==> config.mk <==
export PLATFORM = sky130hd
export DESIGN_NAME = bsg_link_traffic_node
export DESIGN_NICKNAME = d
export VERILOG_FILES = /design/src/rtl/bsg_link_traffic_node.sv
export SDC_FILE = /design/constraint.sdc
export NUM_CORES = 1
export LEC_CHECK = 0
export CAP_MARGIN = 20
export CORE_MARGIN = 1.5
export CORE_UTILIZATION = 40
export CTS_BUF_LIST = sky130_fd_sc_hd__clkbuf_8
export DETAILED_ROUTE_END_ITERATION = 8
export PLACE_DENSITY_LB_ADDON = 0.12
export RECOVER_POWER = 50
export SETUP_SLACK_MARGIN = 0.2
export SKIP_CTS_REPAIR_TIMING = 1
export SLEW_MARGIN = 30
export SYNTH_ARGS = -nofsm -noshare
export SYNTH_HDL_FRONTEND = slang
export SYNTH_SLANG_ARGS = --single-unit
==> constraint.sdc <==
create_clock -name clk_i -period 5 [get_ports clk_i]
set_clock_uncertainty 0.1 [all_clocks]
set_input_delay 1.25 -clock clk_i [delete_from_list [all_inputs] [get_ports clk_i]]
set_output_delay 1.25 -clock clk_i [all_outputs]
set_load 0.01 [all_outputs]
==> src/rtl/bsg_link_traffic_node.sv <==
// bsg_link_traffic_node: loopback traffic generator and in-order checker for
// one bsg_link ready/valid channel. Sends a selectable pattern (counter, LFSR,
// walking-one), checks every returned flit against an independent reference
// generator, bounds outstanding flits, drains with a timeout and captures the
// first error.
module bsg_link_traffic_node #(
    parameter int          channel_width_p = 8,
    parameter int          num_channels_p  = 2,
    parameter int          els_p           = 16,
    parameter logic [31:0] lfsr_seed_p     = 32'hACE1_0001,
    parameter int          drain_timeout_p = 1024,
    localparam int         width_lp        = channel_width_p * num_channels_p
) (
    input  logic                clk_i,
    input  logic                reset_n_i,
    input  logic                en_i,
    input  logic [1:0]          mode_i,
    input  logic [31:0]         limit_i,
    output logic                v_o,
    output logic [width_lp-1:0] data_o,
    input  logic                ready_i,
    input  logic                v_i,
    input  logic [width_lp-1:0] data_i,
    output logic                ready_o,
    output logic [31:0]         sent_o,
    output logic [31:0]         received_o,
    output logic                error_o,
    output logic [31:0]         err_idx_o,
    output logic [width_lp-1:0] err_data_o,
    output logic                done_o,
    output logic                timeout_o
);

    localparam int outst_w_lp = $clog2(els_p + 1);
    localparam int walk_w_lp  = (width_lp > 1) ? $clog2(width_lp) : 1;
    localparam int drain_w_lp = (drain_timeout_p > 1) ? $clog2(drain_timeout_p + 1) : 1;

    typedef enum logic [1:0] {IDLE, RUN, DRAIN, DONE} state_e;

    // Galois LFSR, x^32+x^22+x^2+x+1, right-shifting form.
    function automatic logic [31:0] lfsr_next(input logic [31:0] s);
        return s[0] ? ((s >> 1) ^ 32'h8020_0003) : (s >> 1);
    endfunction

    // Counter that sticks at all-ones instead of wrapping.
    function automatic logic [31:0] sat_inc(input logic [31:0] v);
        return (v == 32'hFFFF_FFFF) ? v : v + 32'd1;
    endfunction

    function automatic logic [walk_w_lp-1:0] walk_inc(input logic [walk_w_lp-1:0] w);
        return (w == walk_w_lp'(width_lp - 1)) ? '0 : w + walk_w_lp'(1);
    endfunction

    // Builds the flit for one generator state under the given pattern mode.
    function automatic logic [width_lp-1:0] make_flit(
        input logic [1:0]                 mode,
        input logic [channel_width_p-1:0] cnt,
        input logic [31:0]                lfsr,
        input logic [walk_w_lp-1:0]       walk
    );
        logic [width_lp-1:0] f;
        f = '0;
        if (mode == 2'd2) begin
            f = width_lp'(1) << walk;
        end else begin
            for (int c = 0; c < num_channels_p; c++) begin
                if (mode == 2'd1)
                    f[c*channel_width_p +: channel_width_p] =
                        channel_width_p'(lfsr) ^ channel_width_p'(c);
                else
                    f[c*channel_width_p +: channel_width_p] = cnt + channel_width_p'(c);
            end
        end
        return f;
    endfunction

    state_e                     state_q;
    logic [1:0]                 mode_q;
    logic [31:0]                limit_q;
    logic                       done_q, timeout_q, alive_q;
    logic [drain_w_lp-1:0]      drain_cnt_q;

    logic [channel_width_p-1:0] tx_cnt_q, rx_cnt_q;
    logic [31:0]                tx_lfsr_q, rx_lfsr_q;
    logic [walk_w_lp-1:0]       tx_walk_q, rx_walk_q;
    logic [width_lp-1:0]        data_q;
    logic [31:0]                sent_q, recv_q;
    logic [outst_w_lp-1:0]      outst_q;
    logic                       error_q;
    logic [31:0]                err_idx_q;
    logic [width_lp-1:0]        err_data_q;

    logic                       start, tx_hs, rx_hs, rx_exp, rx_err, limit_hit;
    logic [1:0]                 start_mode;
    logic [width_lp-1:0]        rx_ref;
    logic [31:0]                sent_d, recv_d;
    logic [outst_w_lp-1:0]      outst_d;

    // Handshakes, checker compare and next-state counts.
    always_comb begin
        start      = (state_q == IDLE) && en_i;
        start_mode = (mode_i == 2'd3) ? 2'd0 : mode_i;
        v_o        = (state_q == RUN) && (outst_q < outst_w_lp'(els_p)) &&
                     ((limit_q == 32'd0) || (sent_q < limit_q));
        ready_o    = alive_q;
        tx_hs      = v_o && ready_i;
        rx_hs      = v_i && ready_o;
        rx_exp     = rx_hs && (outst_q != '0);
        rx_ref     = make_flit(mode_q, rx_cnt_q, rx_lfsr_q, rx_walk_q);
        rx_err     = rx_hs && ((outst_q == '0) || (data_i != rx_ref));
        sent_d     = tx_hs ? sat_inc(sent_q) : sent_q;
        recv_d     = rx_hs ? sat_inc(recv_q) : recv_q;
        limit_hit  = (limit_q != 32'd0) && (sent_d >= limit_q);
        outst_d    = outst_q;
        if (tx_hs && !rx_exp)      outst_d = outst_q + outst_w_lp'(1);
        else if (!tx_hs && rx_exp) outst_d = outst_q - outst_w_lp'(1);
    end

    // Control FSM with registered done/timeout outputs.
    always_ff @(posedge clk_i) begin
        if (!reset_n_i) begin
            state_q     <= IDLE;
            mode_q      <= 2'd0;
            limit_q     <= 32'd0;
            done_q      <= 1'b0;
            timeout_q   <= 1'b0;
            drain_cnt_q <= '0;
            alive_q     <= 1'b0;
        end else begin
            alive_q <= 1'b1;
            case (state_q)
                IDLE: if (en_i) begin
                    state_q   <= RUN;
                    mode_q    <= start_mode;
                    limit_q   <= limit_i;
                    timeout_q <= 1'b0;
                end
                RUN: if (!en_i || limit_hit) begin
                    state_q     <= DRAIN;
                    drain_cnt_q <= '0;
                end
                DRAIN: begin
                    if (outst_q == '0) begin
                        state_q <= DONE;
                        done_q  <= 1'b1;
                    end else if (drain_cnt_q == drain_w_lp'(drain_timeout_p - 1)) begin
                        state_q   <= DONE;
                        done_q    <= 1'b1;
                        timeout_q <= 1'b1;
                    end else begin
                        drain_cnt_q <= drain_cnt_q + drain_w_lp'(1);
                    end
                end
                DONE: if (!en_i) begin
                    state_q <= IDLE;
                    done_q  <= 1'b0;
                end
                default: state_q <= IDLE;
            endcase
        end
    end

    // Generators, counters and first-error capture.
    always_ff @(posedge clk_i) begin
        if (!reset_n_i) begin
            tx_cnt_q   <= '0;
            tx_lfsr_q  <= '0;
            tx_walk_q  <= '0;
            rx_cnt_q   <= '0;
            rx_lfsr_q  <= '0;
            rx_walk_q  <= '0;
            data_q     <= '0;
            sent_q     <= 32'd0;
            recv_q     <= 32'd0;
            outst_q    <= '0;
            error_q    <= 1'b0;
            err_idx_q  <= 32'd0;
            err_data_q <= '0;
        end else if (start) begin
            tx_cnt_q   <= '0;
            tx_lfsr_q  <= lfsr_seed_p;
            tx_walk_q  <= '0;
            rx_cnt_q   <= '0;
            rx_lfsr_q  <= lfsr_seed_p;
            rx_walk_q  <= '0;
            data_q     <= make_flit(start_mode, '0, lfsr_seed_p, '0);
            sent_q     <= 32'd0;
            recv_q     <= 32'd0;
            outst_q    <= '0;
            error_q    <= 1'b0;
            err_idx_q  <= 32'd0;
            err_data_q <= '0;
        end else begin
            sent_q  <= sent_d;
            recv_q  <= recv_d;
            outst_q <= outst_d;
            if (tx_hs) begin
                tx_cnt_q  <= tx_cnt_q + channel_width_p'(1);
                tx_lfsr_q <= lfsr_next(tx_lfsr_q);
                tx_walk_q <= walk_inc(tx_walk_q);
                data_q    <= make_flit(mode_q, tx_cnt_q + channel_width_p'(1),
                                       lfsr_next(tx_lfsr_q), walk_inc(tx_walk_q));
            end
            if (rx_exp) begin
                rx_cnt_q  <= rx_cnt_q + channel_width_p'(1);
                rx_lfsr_q <= lfsr_next(rx_lfsr_q);
                rx_walk_q <= walk_inc(rx_walk_q);
            end
            if (rx_err && !error_q) begin
                error_q    <= 1'b1;
                err_idx_q  <= recv_q;
                err_data_q <= data_i;
            end
        end
    end

    assign data_o     = data_q;
    assign sent_o     = sent_q;
    assign received_o = recv_q;
    assign error_o    = error_q;
    assign err_idx_o  = err_idx_q;
    assign err_data_o = err_data_q;
    assign done_o     = done_q;
    assign timeout_o  = timeout_q;

endmodule

* Word-level counts from Yosys, hierarchy flattened
Cells that the tools add are included.
Storage, ports and cells: register bits after elaboration 272, bits in latches 0, memory bits (writable) 0, ROM bits 0, output and inout bits 133, memories 0
Operators by class: add/subtract/negate cells 10, $mul 0, div/mod/pow operators 0, $lt $le $gt $ge 3, equality and inequality tests 21, shift-type cells 2, muxes and demuxes 42, bitwise logic cells 6, reduce and logical (&&, ||, !) cells 36
Operators with widths (count):
- $mux 32 | 8
- $add 32x1->32 const B | 2
- $eq 32x32->1 const B | 2
- $mux 16 | 4
- $mux 11 | 3
- $ge 32x32->1 | 1
- $logic_not 32->1 | 1
- $lt 32x32->1 | 1
- $mux 8 | 4
- $reduce_bool 32->1 | 1
- $shl 1x4->16 const A | 2
- $add 8x1->8 const B | 3
- $pmux 11 s2 | 1
- $ne 16x16->1 | 1
- $mux 2 | 6
- $reduce_and 4->1 | 3
- $reduce_bool 2->1 | 6
- $add 11x1->11 const B | 1
- $eq 11x10->1 const B | 1
- $logic_and 1x1->1 | 11
- $eq 2x2->1 const B | 5
- $mux 5 | 2
- $ne 2x2->1 const B | 5
- $mux 9 | 1
- other kinds (22) | 45

* Longest topological paths before layout
depth in word-level cells 10, mapped depth 22, depth with buffers taken out 20

* Worst setup path before layout
OpenSTA, ideal clock, no wires.
path kind reg-to-reg, start point register sent_q[11] (netlist: sent_o[11]), end point register drain_cnt_q[5], library setup time 132 ps, arrival 4343 ps, setup slack 425 ps, stages on the path, launching flop included 22, path buffers 3, clock period less this slack 4575 ps, path through dfxtp_1 ha_1 a21oi_1 o21ai_0 a2111oi_0 a211oi_1 o31ai_4 nand4_2 buf_4 buf_2 o31ai_1 nand2_1 ha_1 a21o_1 a21o_1 a21oi_1 o21ai_0 a2111o_1 o211a_1 buf_1 mux2i_1 a21oi_1
Between the ends: word-level cells in the longest chain between the ends 10
RTL lines:
- start: declaration | RTL line 87 | logic [31:0] sent_q, recv_q;
- start signal: assignment | RTL line 194 | sent_q <= sent_d;
- $lt 32x32->1 | RTL line 104 | ((limit_q == 32'd0) || (sent_q < limit_q));
- $logic_or 1x1->1 | RTL line 104
- $logic_and 1x1->1 | RTL line 103 | v_o = (state_q == RUN) && (outst_q < outst_w_lp'(els_p)) &&
- $logic_and 1x1->1 | RTL line 106 | tx_hs = v_o && ready_i;
- $mux 32 (*) | RTL line 111 | sent_d = tx_hs ? sat_inc(sent_q) : sent_q;
- via sent_d[8] | RTL line 96 | logic [31:0] sent_d, recv_d;
- $ge 32x32->1 (*) | RTL line 113 | limit_hit = (limit_q != 32'd0) && (sent_d >= limit_q);
- $logic_and 1x1->1 (*) | RTL line 113
- $logic_or 1x1->1 (*) | RTL line 138 | RUN: if (!en_i || limit_hit) begin
- $ne 2x1->1 (no line) (*)
- $reduce_and 4->1 (no line) (*)
- end signal: assignment | RTL line 151 | drain_cnt_q <= drain_cnt_q + drain_w_lp'(1);
- end: declaration | RTL line 81 | logic [drain_w_lp-1:0] drain_cnt_q;
Mark *: on every way through the listed nets, which the timed path passes. The rest lies on a longest branch. A chain may end at the register's enable or synchronous reset.

* Worst setup path in the final report
start point register sent_q[9] (netlist: sent_o[9]), end point register drain_cnt_q[7]
Same word-level chain as after synthesis.

==> impl_metrics.yaml <==
place:
  pre_cts_ws_ps: -79.9
  dp_hpwl_um: 30000
  port_buffers: 187
  gp_congestion: 0.887
layout:
  nets: 2201
  fin_util: 0.512
  diodes: 0
  fillerInstances: 3589
  drive_gt1_frac: 0.103
  final_cell_mix: "nand2_1 (410), dfxtp_1 (263), a21oi_1 (164)"
  mostFrequentLayoutCell: "nand2_1"
  area_growth_pct: 26.2
grt:
  use_met3: 0.0402
  first_global_vias: 13000
  overflow: 0
  grt_max_degree: 68
  busiest_layer: "met2"
  use_met1: 0.293
  use_met2: 0.358
  grt_pass1_wl_um: 68500
  antenna_found_initial: 1
  track_usage: 0.220
detailed_routing:
  post-route-drc-count: 0
  firstDrtPassIters: 5
  route.final.wire_length_um: 43100
  drt-initial-drc-count: 898
  wl_per_cell_um: 16.8
  antenna_left: 0
  via_per_inst: 5.38
  via_count: 13800
setup_path:
  path_delay_family: "compound AO/OA/AOI/OAI gates"
  required_ps: 5430
  r2r_slack_ps: 280
  crit_buf_inv: 2
  crit_type: "register to register"
  crit_slowest_cell: "a2111o_1"
  reg2reg_depth: 20
  path_max_fanout: 8
  cp.arrival_ps: 5160
  worstPathCellList: "ha_4, a21oi_2, o21ai_2, a2111oi_4, a211oi_2, o31ai_4, nand4_1, buf_4, or3_4, nand2_2, ha_4, a21o_1, a21o_1, a21oi_2, o21ai_2, a2111o_1, o211a_4, buf_12, nand2b_1, a31oi_1"
  worstReg2RegEnd: "drain_cnt_q[7]"
  end_kind: "register"
  start_kind: "register"
  max_stage_delay_ps: 490
  worstReg2RegStart: "sent_o[9]"
synth:
  ys_types: 71
  synth_fp_nets: 2019
  yosysWarnings: 0
  syn_area_per_cell_um2: 7.94
  synthFlopType: "dfxtp_1"
  synth_edf_count: 0
  netlist_area_um2: 14900
  async_flop_share: 0
  synth_seq_cells: 272
  synth_cells: 1872
  ys_seq_area_frac: 0.366
sta:
  tightestPinTransition_ps: 2740
  setup_viol: 0
  maxSlewHeadroom: -0.826
  slew_viol_final: 121
  period_needed_ps: 4720
  fin_crit_sh: 0.945
  timing.hold.ws_ps: 325
  fin_tns_setup_ps: 0
  max_freq_mhz: 212
  hold_viol: 0
  finalWorstSetupSlack_ps: 275
  grt_setup_unrepaired: "yes"
clock_tree:
  cts_made_buffers: 50
  cts.clk_slew.worst_paths_ps: 60
  htreeDepth: 2
  cts_tree: "built"
  cts.sinks: 272
  clkLatencyLatePin_ps: 640
  clockBufferDepth: 3
  root_buffer: "clkbuf_8"
hold_path:
  whs_path_depth: 2
  hp-class: "register to register"
  worstHoldEndpoint: "drain_cnt_q[10]"
  hp-start: "drain_cnt_q[10]"
power_and_ir_drop:
  finalPower_mw: 6.78
  irDropWorstVdd_mv: 0.186
  cellLeakagePower_nw: 7.37
  p_per_area_nw_per_um2: 362
die:
  core_area_um2: 36600
  die_h_um: 196
  die_area_um2: 38300
  initial_utilization: 0.406
  die_w_um: 196
  rows: 70
  io_pins: 188
flow_run:
  maxCapViolCount: 3
outcome:
  outcome: "complete, but fails checks"
  violations: "capacitance limit, slew limit"
==> registers in the layout (all words and copies together), names as in the netlist, 5 cells and up <==
| name | cells |
|---|---|
| data_o | 16 |
| drain_cnt_q | 11 |
| err_data_o | 16 |
| err_idx_o | 32 |
| limit_q | 32 |
| outst_q | 5 |
| received_o | 32 |
| rx_cnt_q | 8 |
| rx_lfsr_q | 32 |
| sent_o | 32 |
| tx_cnt_q | 8 |
| tx_lfsr_q | 32 |
==> where the power goes <==
group	leakage (nW)	internal (mW)	switching [mW]
Sequential	2.21	2.35	0.160
Combinational	4.53	0.724	1.22
Clock	0.628	1.33	1.00
Total	7.37	4.41	2.38
==> worst min-delay path: stages (launching register included) <==
cell and delay (ps):
dfxtp_1 300, nand2_1 50, a21oi_1 30
==> layer usage <==
metal / share of wire / vias up
met4: 0.025 / 0
met1: 0.47 / 6561
met5: 0 / -
met3: 0.041 / 69
li1: - / 6891
met2: 0.46 / 272
==> per-stage QoR <==
stage	std cells	cell area (µm²)
global placement	2461	17200
CTS	2554	18300
detailed placement	2461	17200
floorplan	1872	14900
finish	2563	18800
global route	2563	18800
==> synthesized netlist by cell type (3+ instances only) <==
cell type / count / area (µm²)
nand2_1: 416 / 1560
a21oi_1: 175 / 876
buf_4: 4 / 30.0
nand2b_1: 18 / 113
xnor2_1: 38 / 333
and3_1: 20 / 125
buf_2: 20 / 100
a21o_1: 15 / 113
or3_1: 41 / 257
a31o_2: 4 / 35.0
mux2i_1: 76 / 761
o31ai_1: 6 / 45.0
and4_1: 8 / 70.1
nand4_1: 37 / 231
or2_2: 4 / 25.0
a311oi_1: 5 / 43.8
inv_1: 59 / 221
a31oi_1: 23 / 144
nor2_1: 107 / 402
or4_1: 13 / 97.6
o21ai_0: 68 / 340
and2_1: 13 / 81.3
nand4b_1: 5 / 43.8
xor2_1: 45 / 394
nand3b_1: 4 / 30.0
nand3_1: 58 / 290
o22a_1: 3 / 26.3
clkbuf_1: 69 / 259
a22o_1: 4 / 35.0
nor4_1: 13 / 81.3
nor4_2: 4 / 50.1
buf_12: 4 / 80.1
a211oi_1: 26 / 195
o211ai_1: 9 / 67.6
dfxtp_1: 272 / 5450
o21a_1: 3 / 22.5
nor3b_1: 7 / 52.6
ha_1: 91 / 1140
buf_1: 11 / 41.3
nor3_1: 24 / 120
nor2b_1: 8 / 50.1
==> final cells by class <==
type / instances / area, µm² / area share
clock inverters: 24 / 163 / 0.00867
inverters: 61 / 231 / 0.0123
multi-input cells: 1429 / 9040 / 0.482
repair buffers: 240 / 2330 / 0.124
clock buffers: 69 / 950 / 0.0506
well taps: 468 / 586 / 0.0312
flip-flops and latches: 272 / 5460 / 0.291
==> worst max-delay path by stage <==
| stage | depth (start not counted) | to | from |
|---|---|---|---|
| after global placement | 16 | drain_cnt_q[4] | ready_i |
| after global routing | 21 | drain_cnt_q[7] | limit_q[11] |
| final | 20 | drain_cnt_q[7] | sent_o[9] |
| after CTS | 21 | drain_cnt_q[7] | limit_q[9] |
| after floorplan | 21 | drain_cnt_q[5] | sent_o[11] |
| after detailed placement | 21 | drain_cnt_q[7] | limit_q[11] |
==> cells by family (layout without fill, tap and decap cells) <==
logic type,Yosys count,after routing,synth area share
mux,76,76,0.0512
flops,272,272,0.366
fa+ha+maj,92,92,0.0780
compound gates,368,368,0.148
buf+inv,171,394,0.0513
xor+xnor,83,83,0.0489
simple gates,810,810,0.257
Note: power is estimated with default switching activity, not from simulation.
